[src/rtl/ppi_pkg.sv]
// rtl/ppi_pkg.sv - shared types and constants for the 8255 PPI access scheduler
//
// Purpose: scheduler state encoding, 8255 register addresses, control-word
// bit positions, the default init control word and a counter-load helper.
package ppi_pkg;

  typedef enum logic [3:0] {
    ST_INIT_RST,
    ST_INIT_SETUP,
    ST_INIT_STROBE,
    ST_INIT_HOLD,
    ST_IDLE,
    ST_SETUP,
    ST_STROBE,
    ST_HOLD,
    ST_DONE
  } ppi_state_t;

  localparam logic [1:0] A_PORTA = 2'b00;
  localparam logic [1:0] A_PORTB = 2'b01;
  localparam logic [1:0] A_PORTC = 2'b10;
  localparam logic [1:0] A_CWR   = 2'b11;

  // Control-word bit positions (mode-set word)
  localparam int CW_MODE_FLAG = 7;
  localparam int CW_PA_DIR    = 4;
  localparam int CW_PCU_DIR   = 3;
  localparam int CW_PB_DIR    = 1;
  localparam int CW_PCL_DIR   = 0;

  // Mode-set flag only: mode 0, every port an output
  localparam logic [7:0] INIT_CWR_DEFAULT = 8'h80;

  // Timed states count down to zero, so a state lasting n cycles loads n-1
  function automatic logic [3:0] cyc_load(input int unsigned n);
    return 4'(n - 1);
  endfunction

endpackage

[src/rtl/ppi_rr_arbiter.sv]
// rtl/ppi_rr_arbiter.sv - two-way round-robin arbiter
//
// Purpose: picks one of two requesters; on a tie the one not granted last wins.
// Ports:
//   i_req      request vector
//   i_en       grant enable (grants are suppressed when low)
//   i_last     index of the requester granted last
//   o_grant    one-hot grant
//   o_last_nx  updated last-granted index
module ppi_rr_arbiter (
  input  logic [1:0] i_req,
  input  logic       i_en,
  input  logic       i_last,
  output logic [1:0] o_grant,
  output logic       o_last_nx
);

  always_comb begin
    o_grant   = 2'b00;
    o_last_nx = i_last;
    if (i_en) begin
      case (i_req)
        2'b01:   o_grant = 2'b01;
        2'b10:   o_grant = 2'b10;
        2'b11:   o_grant = i_last ? 2'b01 : 2'b10;
        default: o_grant = 2'b00;
      endcase
    end
    if (o_grant != 2'b00) o_last_nx = o_grant[1];
  end

endmodule

[src/rtl/ppi_access_scheduler.sv]
// rtl/ppi_access_scheduler.sv - sequences and arbitrates bus cycles to an 8255 PPI
//
// Purpose: pulses PPI reset, writes the init control word, then serves two
// requesters round-robin with timed CS/RD/WR/A/D cycles.
// Ports:
//   i_clk, i_rst_n                     clock, async active-low reset
//   i_req, i_req_wr, i_req_a,
//   i_req_wdata                        per-requester request and operands
//   o_ack, o_rdata, o_ready            completion pulse, read data, init done
//   o_ppi_reset, o_cs, o_rd, o_wr,
//   o_a, o_d_out, o_d_oe, i_d_in       8255 processor-side bus
module ppi_access_scheduler
  import ppi_pkg::*;
#(
  parameter int unsigned SETUP_CYC  = 1,
  parameter int unsigned STROBE_CYC = 2,
  parameter int unsigned HOLD_CYC   = 1,
  parameter int unsigned RST_CYC    = 4,
  parameter logic [7:0]  INIT_CWR   = INIT_CWR_DEFAULT
) (
  input  logic        i_clk,
  input  logic        i_rst_n,
  input  logic [1:0]  i_req,
  input  logic [1:0]  i_req_wr,
  input  logic [3:0]  i_req_a,
  input  logic [15:0] i_req_wdata,
  output logic [1:0]  o_ack,
  output logic [7:0]  o_rdata,
  output logic        o_ready,
  output logic        o_ppi_reset,
  output logic        o_cs,
  output logic        o_rd,
  output logic        o_wr,
  output logic [1:0]  o_a,
  output logic [7:0]  o_d_out,
  output logic        o_d_oe,
  input  logic [7:0]  i_d_in
);

  localparam logic [3:0] L_SETUP  = cyc_load(SETUP_CYC);
  localparam logic [3:0] L_STROBE = cyc_load(STROBE_CYC);
  localparam logic [3:0] L_HOLD   = cyc_load(HOLD_CYC);
  localparam logic [3:0] L_RST    = cyc_load(RST_CYC);

  ppi_state_t r_state, w_state_nx;
  logic [3:0] r_cnt, w_cnt_nx;
  logic       r_last, w_last_nx;
  logic [1:0] r_gnt, w_grant;
  logic       w_grant_en, w_load_init;
  logic       w_bus_nx, w_strobe_nx;

  // Operation being carried out: either the init write or a latched request
  logic       r_op_wr, w_op_wr_nx;
  logic [1:0] r_op_a, w_op_a_nx;
  logic [7:0] r_op_d, w_op_d_nx;

  logic       r_ppi_reset, r_cs, r_rd, r_wr, r_d_oe, r_ready;
  logic [1:0] r_a, r_ack;
  logic [7:0] r_d_out, r_rdata;

  assign w_grant_en = (r_state == ST_IDLE);

  ppi_rr_arbiter u_arb (
    .i_req     (i_req),
    .i_en      (w_grant_en),
    .i_last    (r_last),
    .o_grant   (w_grant),
    .o_last_nx (w_last_nx)
  );

  always_comb begin
    w_state_nx  = r_state;
    w_cnt_nx    = r_cnt;
    w_load_init = 1'b0;
    case (r_state)
      ST_INIT_RST: begin
        if (r_cnt == 4'd0) begin
          w_state_nx  = ST_INIT_SETUP;
          w_cnt_nx    = L_SETUP;
          w_load_init = 1'b1;
        end else w_cnt_nx = r_cnt - 4'd1;
      end
      ST_INIT_SETUP: begin
        if (r_cnt == 4'd0) begin
          w_state_nx = ST_INIT_STROBE;
          w_cnt_nx   = L_STROBE;
        end else w_cnt_nx = r_cnt - 4'd1;
      end
      ST_INIT_STROBE: begin
        if (r_cnt == 4'd0) begin
          w_state_nx = ST_INIT_HOLD;
          w_cnt_nx   = L_HOLD;
        end else w_cnt_nx = r_cnt - 4'd1;
      end
      ST_INIT_HOLD: begin
        if (r_cnt == 4'd0) w_state_nx = ST_IDLE;
        else w_cnt_nx = r_cnt - 4'd1;
      end
      ST_IDLE: begin
        if (w_grant != 2'b00) begin
          w_state_nx = ST_SETUP;
          w_cnt_nx   = L_SETUP;
        end
      end
      ST_SETUP: begin
        if (r_cnt == 4'd0) begin
          w_state_nx = ST_STROBE;
          w_cnt_nx   = L_STROBE;
        end else w_cnt_nx = r_cnt - 4'd1;
      end
      ST_STROBE: begin
        if (r_cnt == 4'd0) begin
          w_state_nx = ST_HOLD;
          w_cnt_nx   = L_HOLD;
        end else w_cnt_nx = r_cnt - 4'd1;
      end
      ST_HOLD: begin
        if (r_cnt == 4'd0) w_state_nx = ST_DONE;
        else w_cnt_nx = r_cnt - 4'd1;
      end
      ST_DONE:  w_state_nx = ST_IDLE;
      default:  w_state_nx = ST_INIT_RST;
    endcase
  end

  // Operands are captured only at the grant edge, so later REQ_* changes are ignored
  always_comb begin
    w_op_wr_nx = r_op_wr;
    w_op_a_nx  = r_op_a;
    w_op_d_nx  = r_op_d;
    if (w_load_init) begin
      w_op_wr_nx = 1'b1;
      w_op_a_nx  = A_CWR;
      w_op_d_nx  = INIT_CWR;
    end else if (w_grant != 2'b00) begin
      w_op_wr_nx = w_grant[1] ? i_req_wr[1]        : i_req_wr[0];
      w_op_a_nx  = w_grant[1] ? i_req_a[3:2]       : i_req_a[1:0];
      w_op_d_nx  = w_grant[1] ? i_req_wdata[15:8]  : i_req_wdata[7:0];
    end
  end

  // Bus outputs are decoded from the next state so they leave a flop directly
  always_comb begin
    w_bus_nx    = 1'b0;
    w_strobe_nx = 1'b0;
    case (w_state_nx)
      ST_INIT_SETUP, ST_INIT_HOLD, ST_SETUP, ST_HOLD: w_bus_nx = 1'b1;
      ST_INIT_STROBE, ST_STROBE: begin
        w_bus_nx    = 1'b1;
        w_strobe_nx = 1'b1;
      end
      default: ;
    endcase
  end

  always_ff @(posedge i_clk or negedge i_rst_n) begin
    if (!i_rst_n) begin
      r_state     <= ST_INIT_RST;
      r_cnt       <= L_RST;
      r_last      <= 1'b1;
      r_gnt       <= 2'b00;
      r_op_wr     <= 1'b0;
      r_op_a      <= 2'b00;
      r_op_d      <= 8'h00;
      r_ppi_reset <= 1'b1;
      r_cs        <= 1'b1;
      r_rd        <= 1'b1;
      r_wr        <= 1'b1;
      r_a         <= 2'b00;
      r_d_out     <= 8'h00;
      r_d_oe      <= 1'b0;
      r_ack       <= 2'b00;
      r_rdata     <= 8'h00;
      r_ready     <= 1'b0;
    end else begin
      r_state     <= w_state_nx;
      r_cnt       <= w_cnt_nx;
      r_last      <= w_last_nx;
      if (w_grant != 2'b00) r_gnt <= w_grant;
      r_op_wr     <= w_op_wr_nx;
      r_op_a      <= w_op_a_nx;
      r_op_d      <= w_op_d_nx;
      r_ppi_reset <= (w_state_nx == ST_INIT_RST);
      r_cs        <= !w_bus_nx;
      r_wr        <= !(w_strobe_nx && w_op_wr_nx);
      r_rd        <= !(w_strobe_nx && !w_op_wr_nx);
      r_a         <= w_bus_nx ? w_op_a_nx : 2'b00;
      r_d_oe      <= w_bus_nx && w_op_wr_nx;
      r_d_out     <= (w_bus_nx && w_op_wr_nx) ? w_op_d_nx : 8'h00;
      r_ack       <= (w_state_nx == ST_DONE) ? r_gnt : 2'b00;
      r_ready     <= r_ready || (w_state_nx == ST_IDLE);
      // Capture on the edge that ends the last strobe cycle of a read
      if (r_state == ST_STROBE && r_cnt == 4'd0 && !r_op_wr) r_rdata <= i_d_in;
    end
  end

  assign o_ppi_reset = r_ppi_reset;
  assign o_cs        = r_cs;
  assign o_rd        = r_rd;
  assign o_wr        = r_wr;
  assign o_a         = r_a;
  assign o_d_out     = r_d_out;
  assign o_d_oe      = r_d_oe;
  assign o_ack       = r_ack;
  assign o_rdata     = r_rdata;
  assign o_ready     = r_ready;

endmodule

[config.mk]
export PLATFORM = sky130hd
export DESIGN_NAME = ppi_access_scheduler
export DESIGN_NICKNAME = d
export VERILOG_FILES = /design/src/rtl/ppi_pkg.sv /design/src/rtl/ppi_rr_arbiter.sv /design/src/rtl/ppi_access_scheduler.sv
export SDC_FILE = /design/constraint.sdc
export NUM_CORES = 1
export LEC_CHECK = 0
export CAP_MARGIN = 0
export CORE_MARGIN = 2
export CORE_UTILIZATION = 47
export DETAILED_ROUTE_END_ITERATION = 7
export PLACE_DENSITY_LB_ADDON = 0.3
export SLEW_MARGIN = 20
export SYNTH_ARGS = -nofsm -noshare
export SYNTH_HDL_FRONTEND = slang
export SYNTH_SLANG_ARGS = --single-unit
[constraint.sdc]
create_clock -name i_clk -period 2.25 [get_ports i_clk]
set_clock_uncertainty 0.15 [all_clocks]
set_input_delay 0.45 -clock i_clk [delete_from_list [all_inputs] [get_ports i_clk]]
set_output_delay 0.45 -clock i_clk [all_outputs]
set_load 0.03 [all_outputs]
==> results of run 1 <==
[timing repair]
action,CTS,global route
hold buffers,1,0
hold endpoints to repair,21,0
gates resized for setup,0,5
pin swaps,0,2
setup endpoints to repair,7,16
setup buffers,1,0
cloned,0,0
[layout by cell type (no fill, tap or decap), types with 2 or more instances in the layout]
cell / n
a211o_1: 2
a21oi_1: 8
and2_1: 11
buf_4: 16
clkbuf_8: 5
clkdlybuf4s50_1: 58
clkinv_2: 2
dfrtp_1: 41
dfstp_2: 7
ha_1: 2
inv_1: 5
mux2_2: 8
nand2_1: 10
nand2b_1: 2
nand3_1: 3
nor2_1: 18
nor2b_1: 4
nor3_1: 11
nor4_1: 2
o21a_1: 2
o21ai_0: 10
o221ai_1: 8
o22ai_1: 2
o32ai_1: 2
[power by group through the flow]
stage / clock, uW / sequential [uW] / combinational, uW
after global routing: 560 / 1550 / 2420
final: 512 / 1500 / 2230
after CTS: 517 / 1490 / 2200
after detailed placement: 0 / 1510 / 2160
after global placement: 0 / 1500 / 2130
after floorplan: 0 / 1870 / 987
[flip-flops by register name (all words and copies together) (netlist names), 2 cells and up]
signal and count:
r_gnt 2, o_rdata 8, r_cnt 4, r_op_d 8
r_state 4, o_a 2, o_ack 2, o_d_out 8
r_op_a 2
[synthesized netlist by cell type (4+ instances only)]
master    instances
dfstp_2           7
nand2_1          10
nor3_1           11
buf_2             4
o21ai_0          10
and2_1           11
nor2_1           19
dfrtp_1          41
nor2b_1           4
a21oi_1           8
inv_1             5
o221ai_1          8
mux2_2            8
[per-stage QoR]
| step | total power [uW] | area (um2) | hold WS, ns |
|---|---|---|---|
| finish | 4230 | 2980 | 0.320 |
| global route | 4530 | 2980 | 0.334 |
| CTS | 4210 | 2960 | 0.320 |
| detailed placement | 3670 | 2850 | 0.295 |
| global placement | 3630 | 2850 | 0.303 |
| floorplan | 2860 | 2120 | 0.00441 |
[kinds of logic after synthesis]
logic type,share of synthesized area [%]
and+or+nand+nor,18.8
adders and majority gates,1.18
xor gates and xnor gates,0.413
muxes,4.25
DFF,57.1
AOI/OAI and AO/OA,15.0
buffers and inverters,3.25
[layout make-up]
cell class | instances | area, um2
Sequential cell | 48 | 1210
Tap cell | 52 | 65.1
Inverter | 5 | 18.8
Timing Repair Buffer | 77 | 736
Fill cell | 332 | 1370
Clock buffer | 5 | 68.8
Clock inverter | 3 | 18.8
Multi-Input combinational cell | 127 | 865
[final timing paths]
path,startpoint,to,slack [ns]
max in group asynchronous,i_rst_n,r_last$_DFFE_PN1N_,0.79
hold / removal,o_ready$_DFF_PN0_,o_ready$_DFF_PN0_,0.32
setup / recovery,r_cnt[1]$_DFFE_PN1P_,o_d_out[2]$_DFF_PN0_,0.13
min in group asynchronous,i_rst_n,o_rdata[1]$_DFFE_PN0P_,0.50
setup reg to reg,r_cnt[1]$_DFFE_PN1P_,o_d_out[2]$_DFF_PN0_,0.13
hold reg to reg,o_ready$_DFF_PN0_,o_ready$_DFF_PN0_,0.32
[routing by layer]
metal | part of all wire, % | global-route usage [%] | wire (um) | vias up
met5 | 0 | 0 | 0 | -
li1 | - | - | - | 820
met1 | 46 | 27.7 | 2180 | 816
met3 | 5.1 | 5.84 | 242 | 4
met2 | 48 | 30.8 | 2280 | 49
met4 | 0.78 | 6.50 | 37 | 0
[worst max-delay path, cell delays in order (launching register included)]
cell and delay (ns):
dfstp_2 0.38, inv_1 0.07, ha_1 0.18, or4b_4 0.49
a221oi_4 0.29, a21oi_1 0.12, a21oi_2 0.10, buf_4 0.15
and2_1 0.12
==> results.toml, run 1 <==
[power_and_ir_drop]
leakage_uw = 0.00124
p_int_uw = 2550
clockPowerShare_pct = 12.1
p_seq_share_pct = 35.3
power.switching_uw = 1690
power.share.combinational_pct = 52.6
peakVddDrop_uv = 614
power.share.switching_pct = 39.9
power-per-cell-area_nw_per_um2 = 1420

[yosys]
yosysSeqAreaShare_pct = 57.1
postSynthNetCount = 224
syn-instance-count = 188
synth_top_area_cell = "dfrtp_1"
synth.lib_cells_used.distinct = 43
avgSynthCellArea_um2 = 11.3
dominantRegCellSynth = "dfrtp_1"
synth_enable_flop_cells = 0
synth.yosys.warnings = 0
synth.top_cells.by_area = "dfrtp_1, dfstp_2, mux2_2"
synth.ff_latch_count = 48
synthArstFlopShare_pct = 100
synthesis.area_um2 = 2120
synthDominantCellAreaShare_pct = 48.4

[detailed_routing]
drt_drc_violations_left = 0
route.antenna.remaining_nets = 0
routed_wire_length_per_instance_um = 14.9
detailedRoute.firstPassIterationCount = 6
routed_wirelength_um = 4740
detailroute.via_count = 1689
drt-initial-drc-count = 139
detail_route.vias_per_cell = 5.33

[cells_and_area]
num-nets-final = 300
drive_gt1_share_pct = 19.6
area_delta_synth_final_pct = 40.7
antenna-diode-count = 0
stdcell_count = 317
layout.core_utilization_pct = 68.5

[grt]
largest_net_degree_at_the_start_of_global_routing = 26
tot_gr_track_use_pct = 20.1
grt_first_pass_wirelength_um = 7910
grt_overflow_total = 0
first_global_vias = 1692
initial_antenna_violation_count = 0

[clock_network]
clk_path_buf_depth = 2
cts_tree = "built"
insertion_delay_ns = 0.30
cts_made_buffers = 5
clock-root-buffer = "clkbuf_8"
clk_pin_slew_ns = 0.09
cts_sinks = 48
htreeDepth = 2

[floorplanning]
dieHeight_um = 71.2
die_width_um = 71.2
rows = 24
top_level_ports = 60
core-area_um2 = 4350
dieArea_um2 = 5060
initial_core_util_pct = 48.7

[sta]
timing_max_transition_violations_final = 0
final-setup-viol-count = 0
period_share_pct = 94.0
aggregate_negative_setup_slack_ns = 0
timing.final.crit_period_ns = 2.12
max_slew.worst_pin.slew_ns = 0.540
fmaxAchievable_ghz = 0.473
layout_setup_ws_ns = 0.135
worst_slew_margin_rel_pct = 64.0
hold_violations = 0

[place]
gp_routability_congestion = 0.830
detailedPlace.worstSlack_ns = -0.0371
numPortBuffers = 59
dpl.hpwl_um = 3370
place_inst = 307

[job]
drv.max_cap_violation_count = 0

[setup_path]
r2r.worst_path.cells = 8
worst_ep_arrival_time_ns = 2.22
critical_path.max_fanout = 7
end_kind = "flop"
worst_setup_path_start_kind = "flop"
worstPathRequired_ns = 2.35
path_class = "flop to flop"

[hold_path]
hold_path_class = "flop to flop"
min_path_cells = 1

[run_status]
status = "finished clean"
(Power assumes the default switching activity.)
==> run 2: changes to the inputs <==
--- a/config.mk
+++ b/config.mk
@@ -13,4 +13,5 @@
 export SLEW_MARGIN = 20
 export SYNTH_ARGS = -nofsm -noshare
 export SYNTH_HDL_FRONTEND = slang
+export SYNTH_HIERARCHICAL = 1
 export SYNTH_SLANG_ARGS = --single-unit
==> results.toml, run 2 <==
[cells_and_area]
final_cell_mix = "clkdlybuf4s50_1, dfrtp_1, nor2_1, buf_4, nand2_1"
layout_commonest_cell = "clkdlybuf4s50_1"
num-nets-final = 306
antenna-diode-count = 0
stdcell_count = 323
drive_gt1_share_pct = 23.2
layout.filler_cells = 329
area_delta_synth_final_pct = 45.1

[sta]
worst_slew_margin_rel_pct = 64.7
hold_violations = 0
fmaxAchievable_ghz = 0.461
period_share_pct = 96.4
aggregate_negative_setup_slack_ns = 0
final-setup-viol-count = 0
grt_setup_unrepaired = "true"
timing.final.crit_period_ns = 2.17
timing_max_transition_violations_final = 0
max_slew.worst_pin.slew_ns = 0.529

[detailed_routing]
routed_wirelength_um = 4780
detailedRoute.firstPassIterationCount = 4
routed_wire_length_per_instance_um = 14.8
detail_route.vias_per_cell = 5.14
detailroute.via_count = 1661
drt-initial-drc-count = 84
route.antenna.remaining_nets = 0
drt_drc_violations_left = 0

[yosys]
area_fraction_in_compound_gates_after_synthesis_pct = 10.4
postSynthNetCount = 227
synth.yosys.warnings = 6
synth_xor_xnor_area_share_pct = 0.417
synth.top_cells.by_area = "dfrtp_1, dfstp_2, mux2i_1"
synth.area.mux_share_pct = 10.0
dominantRegCellSynth = "dfrtp_1"
synthesis.area_um2 = 2100
avgSynthCellArea_um2 = 11.0
synth_adder_area_share_pct = 1.19
synth.most_common_cell = "dfrtp_1"
post_synth_most_frequent_cells = "dfrtp_1, nor2_1, a21oi_1, nand2_1, mux2i_1"
yosysSeqAreaShare_pct = 57.6
combinational_family_with_the_most_area_after_synthesis = "simple AND/OR/NAND/NOR gates"
synth.lib_cells_used.distinct = 41
synthArstFlopShare_pct = 100
synthDominantCellAreaShare_pct = 48.9
synth.ff_latch_count = 48
synth_enable_flop_cells = 0
syn-instance-count = 191
synth_top_area_cell = "dfrtp_1"
synth_simple_gate_area_share_pct = 16.7

[hold_path]
hold_path.startpoint = "r_gnt[0]$_DFFE_PN0P_"
hold_path_class = "flop to flop"
min_path_cells = 1
hold_end = "r_gnt[0]$_DFFE_PN0P_"

[setup_path]
r2r_slack_ns = 0.08
path_class = "flop to flop"
critical_path.cell_chain = "nand2b_4 -> nor3_4 -> nand2_2 -> a21oi_4 -> mux2i_2 -> o21ai_2 -> o2111ai_2 -> buf_4 -> nor3_1"
reg2reg_to = "o_d_out[2]$_DFF_PN0_"
worst-path-buf-inv = 1
critical_path_s_top_delay_family = "simple AND/OR/NAND/NOR gates"
cp_slowest_cell = "dfrtp_1"
worstPathRequired_ns = 2.27
end_kind = "flop"
r2r.worst_path.cells = 9
worst_ep_arrival_time_ns = 2.19
critical_path.max_fanout = 4
maximum_single_stage_delay_on_the_critical_path_ns = 0.40
worst_setup_path_start_kind = "flop"
regToRegStartpoint = "r_state[3]$_DFF_PN0_"

[power_and_ir_drop]
peakVddDrop_uv = 890
leakage_uw = 0.00133
power-per-cell-area_nw_per_um2 = 1480

[clock_network]
htreeDepth = 2
cts_made_buffers = 5
clk_path_buf_depth = 2
insertion_delay_ns = 0.30
clock-root-buffer = "clkbuf_8"
cts_sinks = 48
cts_tree = "built"
clk_pin_slew_ns = 0.09

[place]
gp_routability_congestion = 0.771
dpl.hpwl_um = 3350
place_inst = 310
numPortBuffers = 59

[floorplanning]
dieArea_um2 = 5020
top_level_ports = 60
core-area_um2 = 4320
initial_core_util_pct = 48.6
die_width_um = 70.8
dieHeight_um = 70.8
rows = 24

[grt]
grt_overflow_total = 0
first_global_vias = 1690
tot_gr_track_use_pct = 20.0
largest_net_degree_at_the_start_of_global_routing = 28
grt_first_pass_wirelength_um = 7830
initial_antenna_violation_count = 0

[job]
drv.max_cap_violation_count = 0

[run_status]
status = "finished clean"
run 2: layout make-up:
cell class | count | area (um2) | share of cell area (%)
Timing Repair Buffer | 81 | 773 | 25.4
Clock inverter | 1 | 8.76 | 0.287
Tap cell | 52 | 65.1 | 2.14
Sequential cell | 48 | 1210 | 39.7
Multi-Input combinational cell | 125 | 870 | 28.5
Inverter | 9 | 33.8 | 1.11
Clock buffer | 7 | 86.3 | 2.83
run 2: logic make-up after synthesis:
| logic type | Yosys count |
|---|---|
| DFF | 48 |
| and+or+nand+nor | 67 |
| muxes | 20 |
| xor gates and xnor gates | 1 |
| buffers and inverters | 18 |
| AOI/OAI and AO/OA | 35 |
| adders and majority gates | 2 |
run 2: worst max path at each step:
stage	start	end	depth (start not counted)	slack (ns)
after global routing	r_state[3]$_DFF_PN0_	o_d_out[2]$_DFF_PN0_	9	-0.04
after CTS	r_state[3]$_DFF_PN0_	o_d_out[0]$_DFF_PN0_	9	0.06
final	r_state[3]$_DFF_PN0_	o_d_out[2]$_DFF_PN0_	9	0.08
after global placement	i_req[0]	o_d_out[2]$_DFF_PN0_	8	-0.11
after floorplan	r_state[3]$_DFF_PN0_	o_d_out[0]$_DFF_PN0_	10	0.02
after detailed placement	i_req[0]	o_d_out[2]$_DFF_PN0_	8	-0.20
run 2: repair_timing:
action	in CTS	in global routing
pin swaps	0	3
hold endpoints to repair	17	0
endpoints found under the setup margin	14	24
resized for setup	2	12
buffers inserted	0	4
hold buffers	1	0
run 2: power by group:
part | internal (uW) | switching [uW]
Combinational | 1180 | 1350
Sequential | 1270 | 186
Clock | 252 | 284
Total | 2700 | 1820
run 2: layer usage:
metal	vias to the layer above	routed length (um)	track usage [%]
met1	799	2060	25.0
met3	7	252	6.13
met2	39	2410	34.0
li1	816	-	-
met4	0	51	5.24
met5	-	0	0
run 2: stage by stage:
| stage | instance area, um2 | power, uW | setup WS [ns] | hold slack (ns) | util [%] |
|---|---|---|---|---|---|
| 2_1_floorplan | 2100 | 2900 | 0.0226 | 0.00441 | - |
| 3_3_place_gp | 2850 | 3720 | -0.112 | 0.304 | 65.9 |
| 3_5_place_dp | 2850 | 3780 | -0.199 | 0.311 | 65.9 |
| 4_1_cts | 2960 | 4360 | 0.0554 | 0.333 | 68.5 |
| 5_1_grt | 3050 | 4830 | -0.0406 | 0.363 | 70.5 |
| 6_report | 3050 | 4510 | 0.0807 | 0.329 | 70.5 |
==> run 3: changes to the inputs <==
--- a/config.mk
+++ b/config.mk
@@ -7,7 +7,7 @@
 export LEC_CHECK = 0
 export CAP_MARGIN = 0
 export CORE_MARGIN = 2
-export CORE_UTILIZATION = 47
+export CORE_UTILIZATION = 51
 export DETAILED_ROUTE_END_ITERATION = 7
 export PLACE_DENSITY_LB_ADDON = 0.3
 export SLEW_MARGIN = 20
==> constraint.sdc (replaced) <==
create_clock -name i_clk -period 2.7 [get_ports i_clk]
set_clock_uncertainty 0.15 [all_clocks]
set_input_delay 0.54 -clock i_clk [delete_from_list [all_inputs] [get_ports i_clk]]
set_output_delay 0.54 -clock i_clk [all_outputs]
set_load 0.03 [all_outputs]
==> results.toml, run 3 (synthesized netlist as in run 2, its figures left out) <==
[run_status]
status = "finished clean"

[setup_path]
end_kind = "flop"
worstSetupStartpoint = "r_state[2]$_DFF_PN0_"
reg2reg_to = "o_d_out[4]$_DFF_PN0_"
path_class = "flop to flop"
critPathCapture = "o_d_out[4]$_DFF_PN0_"
critical_path_cell_count = 8
critical_path_s_top_delay_family = "compound AO/OA/AOI/OAI gates"
r2r_slack_ns = 0.35
r2r.worst_path.cells = 8
worst_setup_path_start_kind = "flop"
worst-path-buf-inv = 0
worstPathRequired_ns = 2.72
critical_path.cell_chain = "nand2b_1 -> nor3_2 -> nand2_1 -> a21oi_1 -> mux2i_1 -> o21ai_0 -> o2111ai_2 -> nor3_1"
cp_slowest_cell = "dfrtp_1"
maximum_single_stage_delay_on_the_critical_path_ns = 0.46
worst_ep_arrival_time_ns = 2.37
regToRegStartpoint = "r_state[2]$_DFF_PN0_"
critical_path.max_fanout = 9

[place]
gp_routability_congestion = 0.765
dpl.hpwl_um = 3340
dpl_cell_area_um2 = 2760
numPortBuffers = 59

[grt]
tot_gr_track_use_pct = 21.3
grt_first_pass_wirelength_um = 7120
grt_overflow_total = 0
initial_antenna_violation_count = 0
largest_net_degree_at_the_start_of_global_routing = 49
first_global_vias = 1603

[floorplanning]
core-area_um2 = 3970
rows = 23
top_level_ports = 60
die_width_um = 68.2
dieArea_um2 = 4650
dieHeight_um = 68.2
initial_core_util_pct = 52.9

[sta]
grt_setup_unrepaired = "false"
aggregate_negative_setup_slack_ns = 0
timing.final.crit_period_ns = 2.35
hold_violations = 0
period_share_pct = 86.9
whs_ns = 0.155
worst_slew_margin_rel_pct = 61.4
max_slew.worst_pin.slew_ns = 0.574
final-setup-viol-count = 0
fmaxAchievable_ghz = 0.426
timing_max_transition_violations_final = 0

[power_and_ir_drop]
power.share.switching_pct = 41.1
power.switching_uw = 1430
clockPowerShare_pct = 13.0
p_int_uw = 2040
power.share.combinational_pct = 52.5
leakage_uw = 0.00124
peakVddDrop_uv = 563
power-per-cell-area_nw_per_um2 = 1220
p_seq_share_pct = 34.5

[clock_network]
cts_made_buffers = 5
cts_tree = "built"
clk_path_buf_depth = 2
htreeDepth = 2
clk_pin_slew_ns = 0.09
ctsHoldBuffers = 0
cts_sinks = 48
clock-root-buffer = "clkbuf_8"
insertion_delay_ns = 0.30

[cells_and_area]
layout.core_utilization_pct = 71.9
area.sequential_um2 = 1210
layout_commonest_cell = "clkdlybuf4s50_1"
layout.filler_cells = 288
area_delta_synth_final_pct = 36.0
footprint_of_the_multi_input_gates_um2 = 817
drive_gt1_share_pct = 15.6
num-nets-final = 291
stdcell_area_um2 = 2860
antenna-diode-count = 0
final_cell_mix = "clkdlybuf4s50_1, dfrtp_1, nor2_1"

[detailed_routing]
routed_wire_length_per_instance_um = 14.6
drt-initial-drc-count = 89
route.antenna.remaining_nets = 0
routed_wirelength_um = 4470
detail_route.vias_per_cell = 5.30
detailroute.via_count = 1621
drt_drc_violations_left = 0
detailedRoute.firstPassIterationCount = 4

[job]
drv.max_cap_violation_count = 0

[hold_path]
hold_path_class = "input pin to asynchronous set/reset pin"
[run 3: cell count changes in the layout (fill, tap and decap cells not counted), moves of 2 or more]
cell	delta
buf_4	-11
a21oi_2	-2
nor3_1	+2
buf_6	-2
a21oi_1	+3
[run 3: worst min path at each step]
stage | slack, ns | end | depth (start not counted) | from
global route | 0.22 | r_gnt[1]$_DFFE_PN0P_ | 2 | i_rst_n
global placement | 0.31 | o_ready$_DFF_PN0_ | 1 | o_ready$_DFF_PN0_
finish | 0.15 | r_gnt[1]$_DFFE_PN0P_ | 2 | i_rst_n
CTS | 0.18 | o_rdata[5]$_DFFE_PN0P_ | 2 | i_rst_n
detailed placement | 0.33 | r_gnt[0]$_DFFE_PN0P_ | 1 | r_gnt[0]$_DFFE_PN0P_
floorplan | 0.09 | o_a[0]$_DFF_PN0_ | 0 | i_rst_n
[run 3: what timing repair did]
action,4_1_cts,5_1_grt
setup buffers,0,0
resized for setup,0,1
endpoints found under the setup margin,0,7
[run 3: through the flow]
step                power (uW)  worst slack (ns)  instances
finish                    3470             0.353        306
global route              3710            0.0718        306
CTS                       3480             0.272        306
detailed placement        3030             0.108        298
global placement          2960             0.195        298
floorplan                 2410             0.392        191
[run 3: power groups by stage]
stage | registers [uW] | clock network (uW) | logic (uW)
global placement | 1200 | 0 | 1760
global route | 1230 | 489 | 2000
floorplan | 1460 | 0 | 944
finish | 1200 | 449 | 1820
detailed placement | 1210 | 0 | 1820
CTS | 1200 | 455 | 1820
[run 3: cell type report]
cell class,count,share of cell area (%)
clock inverter,1,0.263
tap,50,2.19
inverter,9,1.18
multi-input combinational,125,28.6
timing repair buffer,66,22.3
sequential,48,42.4
clock buffer,7,3.02
[run 3: layer usage]
metal	vias up	global-route usage, %	share of wire [%]
met4	0	8.25	1.4
li1	788	-	-
met5	-	0	0
met2	54	35.4	50
met3	7	8.22	6.7
met1	772	24.7	41
